===== src/rtl/imem_pkg.sv =====
// Shared types and constants for the instruction-memory server and its storage array.
package imem_pkg;

    typedef enum logic [1:0] {
        LOAD = 2'd0,
        HOLD = 2'd1,
        RUN  = 2'd2,
        DONE = 2'd3
    } imem_state_t;

    // Returned for every fetch that does not hit a loaded word; the core halts on it.
    localparam logic [31:0] BREAK_INSTR = 32'h0000_000D;

    // Wide enough for the largest legal RESET_HOLD (15).
    localparam int HOLD_CNT_W = 4;

endpackage


===== src/rtl/imem_array.sv =====
// Instruction store: one synchronous write port, one asynchronous read port, no reset.
module imem_array #(
    parameter int ADDR_SIZE  = 6,
    parameter int DATA_WIDTH = 32
) (
    input  logic                  clk_i,
    input  logic                  we_i,
    input  logic [ADDR_SIZE-1:0]  waddr_i,
    input  logic [DATA_WIDTH-1:0] wdata_i,
    input  logic [ADDR_SIZE-1:0]  raddr_i,
    output logic [DATA_WIDTH-1:0] rdata_o
);

    localparam int DEPTH = 2 ** ADDR_SIZE;

    logic [DATA_WIDTH-1:0] mem_q [DEPTH];

    always_ff @(posedge clk_i) begin
        if (we_i) begin
            mem_q[waddr_i] <= wdata_i;
        end
    end

    assign rdata_o = mem_q[raddr_i];

endmodule


===== src/rtl/imem_server.sv =====
// Loads a program from a valid/ready stream, holds the core in reset, then serves
// zero-latency instruction fetches and counts run cycles until the core halts.
module imem_server
    import imem_pkg::*;
#(
    parameter int ADDR_SIZE  = 6,
    parameter int DATA_WIDTH = 32,
    parameter int RESET_HOLD = 4
) (
    input  logic                  clock,
    input  logic                  reset,
    input  logic                  load_valid,
    output logic                  load_ready,
    input  logic [DATA_WIDTH-1:0] load_data,
    input  logic                  load_last,
    input  logic [31:0]           raddr,
    output logic [DATA_WIDTH-1:0] instr,
    output logic                  core_reset,
    input  logic                  halted,
    output logic                  done,
    output logic [31:0]           cycle_count,
    output logic [ADDR_SIZE:0]    loaded_words
);

    localparam int DEPTH = 2 ** ADDR_SIZE;
    localparam int LW_W  = ADDR_SIZE + 1;

    imem_state_t           state_q, state_d;
    logic                  load_ready_q;
    logic [LW_W-1:0]       loaded_words_q, loaded_words_d;
    logic [HOLD_CNT_W-1:0] hold_cnt_q, hold_cnt_d;
    logic [31:0]           cycle_count_q, cycle_count_d;

    logic                  load_fire;
    logic                  load_final;
    logic                  in_range;
    logic [DATA_WIDTH-1:0] mem_rdata;

    // load_ready_q is only ever high in LOAD, so it alone qualifies the handshake.
    assign load_fire  = load_valid & load_ready_q;
    assign load_final = load_last | (loaded_words_q == LW_W'(DEPTH - 1));
    assign in_range   = (raddr < 32'(loaded_words_q));

    always_comb begin
        state_d        = state_q;
        loaded_words_d = loaded_words_q;
        hold_cnt_d     = hold_cnt_q;
        cycle_count_d  = cycle_count_q;

        case (state_q)
            LOAD: begin
                if (load_fire) begin
                    loaded_words_d = loaded_words_q + 1'b1;
                    if (load_final) begin
                        state_d    = HOLD;
                        hold_cnt_d = HOLD_CNT_W'(RESET_HOLD - 1);
                    end
                end
            end
            HOLD: begin
                if (hold_cnt_q == '0) begin
                    state_d = RUN;
                end else begin
                    hold_cnt_d = hold_cnt_q - 1'b1;
                end
            end
            RUN: begin
                // The cycle that samples halted is still counted.
                if (cycle_count_q != 32'hFFFF_FFFF) begin
                    cycle_count_d = cycle_count_q + 32'd1;
                end
                if (halted) begin
                    state_d = DONE;
                end
            end
            DONE: begin
            end
            default: begin
                state_d = LOAD;
            end
        endcase
    end

    always_ff @(posedge clock or negedge reset) begin
        if (!reset) begin
            state_q        <= LOAD;
            load_ready_q   <= 1'b0;
            loaded_words_q <= '0;
            hold_cnt_q     <= '0;
            cycle_count_q  <= '0;
        end else begin
            state_q        <= state_d;
            load_ready_q   <= (state_d == LOAD);
            loaded_words_q <= loaded_words_d;
            hold_cnt_q     <= hold_cnt_d;
            cycle_count_q  <= cycle_count_d;
        end
    end

    imem_array #(
        .ADDR_SIZE  (ADDR_SIZE),
        .DATA_WIDTH (DATA_WIDTH)
    ) u_array (
        .clk_i   (clock),
        .we_i    (load_fire),
        .waddr_i (loaded_words_q[ADDR_SIZE-1:0]),
        .wdata_i (load_data),
        .raddr_i (raddr[ADDR_SIZE-1:0]),
        .rdata_o (mem_rdata)
    );

    assign instr        = ((state_q == RUN) && in_range) ? mem_rdata : DATA_WIDTH'(BREAK_INSTR);
    assign core_reset   = (state_q != RUN);
    assign done         = (state_q == DONE);
    assign load_ready   = load_ready_q;
    assign cycle_count  = cycle_count_q;
    assign loaded_words = loaded_words_q;

endmodule


===== config.mk =====
export PLATFORM = sky130hd
export DESIGN_NAME = imem_server
export DESIGN_NICKNAME = d
export VERILOG_FILES = /design/src/rtl/imem_pkg.sv /design/src/rtl/imem_array.sv /design/src/rtl/imem_server.sv
export SDC_FILE = /design/constraint.sdc
export NUM_CORES = 2
export LEC_CHECK = 0
export BUFFER_PORTS_ARGS = -buffer_cell sky130_fd_sc_hd__buf_2
export CORE_MARGIN = 1.5
export CORE_UTILIZATION = 60
export DETAILED_ROUTE_END_ITERATION = 7
export HOLD_SLACK_MARGIN = 0.03
export PLACE_DENSITY = 0.74
export RECOVER_POWER = 25
export REMOVE_ABC_BUFFERS = 1
export SYNTH_ARGS = -nofsm -noshare
export SYNTH_HDL_FRONTEND = slang
export SYNTH_HIERARCHICAL = 1
export SYNTH_SLANG_ARGS = --single-unit

===== constraint.sdc =====
create_clock -name clock -period 6.05 [get_ports clock]
set_input_delay 0.3025 -clock clock [delete_from_list [all_inputs] [get_ports clock]]
set_output_delay 0.3025 -clock clock [all_outputs]
set_load 0.03 [all_outputs]

# Word level (Yosys, flattened, before mapping)
# Memory sizes are Yosys's and may differ from the RTL's.
# Index checks and enable logic that the tools add are counted.
[totals]
reg_bits = 46
latch_bits = 0
ramBits = 2048
rom_bits = 0
input_bits = 69
output_inout_bits = 74
elab_cells = 41
mem_count = 1
[mem_list]
columns = ["memory", "depth", "width", "read_ports", "rd_clocked_by_memory_dff", "write_ports", "line", "rtl"]
rows = [
  ["u_array.mem_q", 64, 32, 1, 0, 1, "imem_array.sv:16", "logic [DATA_WIDTH-1:0] mem_q [DEPTH];"],
]
[classes]
n_addsub = 3
multipliers = 0
n_div = 0
order_cmp = 1
n_eq_ne = 9
shifts = 0
muxes = 12
n_bitwise = 2
n_reduce_logical = 8
[ops]
columns = ["cell", "count"]
rows = [
  ["$add 32x1->32 const B", 1],
  ["$lt 32x7->1", 1],
  ["$mux 32", 1],
  ["$ne 32x32->1 const B", 1],
  ["$mux 4", 3],
  ["$mux 2", 4],
  ["$ne 2x2->1 const B", 4],
  ["$pmux 4 s2", 1],
  ["$add 7x1->7 const B", 1],
  ["$eq 7x6->1 const B", 1],
  ["$pmux 2 s3", 1],
  ["$eq 2x2->1 const B", 2],
  ["$logic_not 2->1", 2],
  ["$logic_not 4->1", 1],
  ["$reduce_and 2->1", 2],
  ["$reduce_and 4->1", 1],
  ["$sub 4x1->4 const B", 1],
  ["$eq 2x1->1 const B", 1],
  ["$mux 1", 2],
  ["$reduce_bool 2->1", 1],
  ["$and 1x1->1", 1],
  ["$logic_and 1x1->1", 1],
  ["$or 1x1->1", 1],
]

# Logic depth before layout (Yosys ltp)
[depth]
word_depth = 6
depth_mapped = 11
depth_no_buf = 7

# Cells and area by module
# Netlist, hierarchy kept.
[by_module_without_submodules]
columns = ["mod", "instances", "cells_per_inst", "area_per_inst_um2"]
rows = [
  ["imem_array", 1, 3292, 77874.7],
  ["imem_server", 1, 289, 2826.5],
]

# Least setup slack after synthesis
# Ideal clock, no wire load.
[synth_path]
kind = "register to register"
startpoint = "reg load_ready_q, in the netlist load_ready"
endpoint = "mem u_array.mem_q[49][0], enable pin"
setup_time_ns = 0.461
arrival_time_ns = 3.339
path_slack_ns = 2.250
stages_incl_launch_ff = 5
path_cell_list = "dfrtp_1 -> and2_1 -> nor2b_1 -> nand4_1 -> nor3_1"
[synth_via]
elab_chain_cells = 3
[synth_lines]
columns = ["item", "line", "rtl"]
rows = [
  ["from (decl)", "imem_server.sv:29", "logic load_ready_q;"],
  ["from (signal assigned)", "imem_server.sv:93", "load_ready_q <= (state_d == LOAD);"],
  ["$and 1x1->1", "imem_server.sv:40", "assign load_fire = load_valid & load_ready_q;"],
  ["named net load_fire", "imem_server.sv:34", "logic load_fire;"],
  ["$mux 1", "imem_array.sv:19", "if (we_i) begin"],
  ["$mux 1 (implied by the code)", "imem_array.sv:20", "mem_q[waddr_i] <= wdata_i;"],
  ["to (decl)", "imem_array.sv:16", ""],
]
# The timed path passes the listed nets, and every way through them passes these cells.

# Final worst setup path
[layout_path]
startpoint = "reg loaded_words_q[1], in the netlist loaded_words[1]"
endpoint = "out instr[7]"
[layout_via]
elab_chain_cells = 3
[layout_lines]
columns = ["item", "line", "rtl"]
rows = [
  ["from (decl)", "imem_server.sv:30", "logic [LW_W-1:0] loaded_words_q, loaded_words_d;"],
  ["from (signal assigned)", "imem_server.sv:94", "loaded_words_q <= loaded_words_d;"],
  ["$lt 32x7->1", "imem_server.sv:42", "assign in_range = (raddr < 32'(loaded_words_q));"],
  ["$logic_and 1x1->1", "imem_server.sv:112", "assign instr = ((state_q == RUN) && in_range) ? mem_rdata : DATA_WIDTH'(BREAK_INSTR);"],
  ["$mux 32", "imem_server.sv:112", ""],
  ["to (decl)", "imem_server.sv:17", "output logic [DATA_WIDTH-1:0] instr,"],
]
# No other way between the ends.

==> impl_metrics.toml <==
[worst_setup_path]
path_max_fanout = 20
r2r_setup_slack_ns = 2.50
worstPathCellList = "inv_1 -> ha_1 -> a21o_1 -> a211oi_1 -> or3_1 -> buf_4 -> and4_1 -> buf_2"
cpMaxStageDelayCell = "dfrtp_1"
critPathRequiredTime_ns = 5.75
worstSetupStartpointType = "flop"
worst-path-buf-inv = 3
critPathCaptureType = "output port"
crit_type = "reg2out"
crit_path_max_incr_delay_ns = 0.73
cp.arrival_ns = 3.81
cp_top_family = "simple AND/OR/NAND/NOR gates"

[sta]
clock.fmax_ghz = 0.243
tns_ns = 0
fin_worst_skew_ns = 0.0335
tightest_slew_ns = 3.67
min_period_ns = 4.11
finalSetupViolations = 0
slew_headroom_pct = -145
hold_slack_ns = 0.202
rsz0062_at_grt = "false"
final-hold-violation-count = 0
slew_violations = 1300
min_period_over_period_pct = 67.9

[grt]
antenna_found_initial = 9
grt_max_degree = 72
gr-total-overflow = 0
grt_pass1_wl_um = 293000
grt_pass1_vias = 40200
track_usage_pct = 30.9

[cts]
cts_buffer_depth = 3
cts_tree = "built"
path_clk_slew_ns = 0.07
h-tree-depth = 4
cts_inserted_buffers = 200
clk_latency_ns = 0.83
cts.sinks = 2094
cts_root_buf = "clkbuf_16"

[detailed_routing]
via_count = 40400
final_antenna_net_count = 0
dr_wl_met3_um = 27400
drt-met1-wl_um = 75700
wl_per_cell_um = 35.7
drc_errors = 0
drt_iter0_markers = 5922
drtPass1Iterations = 5
viasPerCell = 6.97
met2_length_um = 96900
wl_um = 207000
highest_layer = "met5"

[logic_synthesis]
yosys.cell_types.count = 60
yosysWarnings = 6
netlist_area_um2 = 80700
synth-seq-cells = 2094
syn-instance-count = 3581
synth_top_area_share_pct = 76.2
synth_area_per_cell_um2 = 22.5
synth_edf_count = 2048
synthArstFlopShare_pct = 2.20
synth_area_leader_cell = "edfxtp_1"
synth_area_leaders = "edfxtp_1 76%, mux4_2 15%, dfrtp_1 1.4%"
synth-main-ff-cell = "edfxtp_1"
ys_seq_area_share_pct = 77.6

[pwr]
leakage_nw = 28.8
power_mw = 30.5
ir_drop_v = 0.000349
powerDensity_nw_per_um2 = 335

[place]
dp_hpwl_um = 110000
io_buffers = 142
gp_congestion = 0.820

[job]
timing.max_cap.violations = 20

[cells_and_area]
nets = 3943
syn2layout_area_growth_pct = 12.7
final_cell_mix = "2048 x edfxtp_1, 544 x mux4_2, 205 x clkbuf_16, 129 x buf_2, 105 x buf_4"
drive_above_1_share_pct = 28.8
final_common_cell = "edfxtp_1"

[run_status]
violations = "capacitance limit, slew limit"
outcome = "finished, violations left"

[die]
core_um2 = 133000
die_w_um = 370
dieArea_um2 = 137000
die_h_um = 370
io_pins = 143
start_util_pct = 60.5
rows = 134

[worst_hold_path]
hold_path.class = "in2async"
==> final timing paths <==
| path | start | end | depth (start not counted) |
|---|---|---|---|
| min in group clock | load_valid | loaded_words[0] | 4 |
| setup / recovery | loaded_words[1] | instr[7] | 8 |
| setup reg to reg | loaded_words[2] | u_array/mem_q[31][6] | 3 |
| hold / removal | reset | cycle_count[16] | 2 |
| hold reg to reg | hold_cnt_q[0] | hold_cnt_q[0] | 1 |
| max in group asynchronous | reset | cycle_count[28] | 2 |
==> metal layers <==
metal  GRT usage, %  vias to the layer above
li1               -                    15800
met1           44.0                    21300
met2           47.2                     2852
met3           8.29                      422
met4           10.1                        6
met5              0                        -
==> state kept, by name, summed over array words and instances, names as in the netlist <==
name / flops
hold_cnt_q: 4
loaded_words: 7
u_array/mem_q: 2048
state_q: 2
load_ready: 1
cycle_count: 32
==> cell families (layout without fill, tap and decap cells) <==
logic type | count (synthesis) | after routing | share of synthesized area, %
DFF | 2094 | 2094 | 77.6
muxes | 640 | 640 | 16.4
and+or+nand+nor | 375 | 375 | 2.44
AOI/OAI and AO/OA | 225 | 225 | 1.83
buffers and inverters | 204 | 653 | 1.21
xor gates and xnor gates | 33 | 33 | 0.358
adders and majority gates | 10 | 10 | 0.155
other | 0 | 2 | 0
==> power breakdown <==
group / internal, mW / switching, mW / total, mW
registers: 16.0 / 0.133 / 16.1
clock network: 7.32 / 5.28 / 12.6
logic: 0.602 / 1.13 / 1.73
==> cell type report <==
cell class / count / area [µm²]
clock inverter: 110 / 1240
inverter: 9 / 33.8
fill: 8094 / 42500
antenna: 2 / 5.00
multi-input combinational: 1283 / 17600
clock buffer: 258 / 5370
timing repair buffer: 276 / 1890
tap: 1768 / 2210
sequential: 2094 / 62700
==> cells in the mapped netlist (6+ instances only) <==
master	count
nand4_1	19
xor2_1	10
and2_1	7
nor2b_1	16
buf_4	25
buf_1	21
or3_1	7
and4_1	34
nor3_1	18
and3_1	12
inv_1	9
nand4b_1	6
mux2i_1	93
ha_1	10
nand3b_1	6
nand3_1	16
dfrtp_1	46
nor4_1	8
a22oi_1	12
xnor2_1	23
buf_2	60
nor2_1	150
nand2b_1	10
o221ai_1	27
a21oi_1	68
clkbuf_1	83
edfxtp_1	2048
mux4_2	544
nand2_1	45
a311oi_1	8
o22ai_1	85
==> what timing repair did <==
action | 4_1_cts | 5_1_grt
endpoints found under the hold margin | 52 | 0
buffers inserted | 0 | 0
gates resized for setup | 0 | 0
hold buffers | 4 | 0
==> through the flow <==
stage	cells	worst slack [ns]	utilization, %	cell area (µm²)
after floorplan	3386	2.25	-	79800
after global placement	5426	2.06	63.2	84400
after detailed placement	5426	2.06	63.2	84400
after CTS	5798	2.01	68.2	91000
after global routing	5798	1.74	68.2	91000
final	5800	1.94	68.2	91000
(Power assumes the default switching activity.)
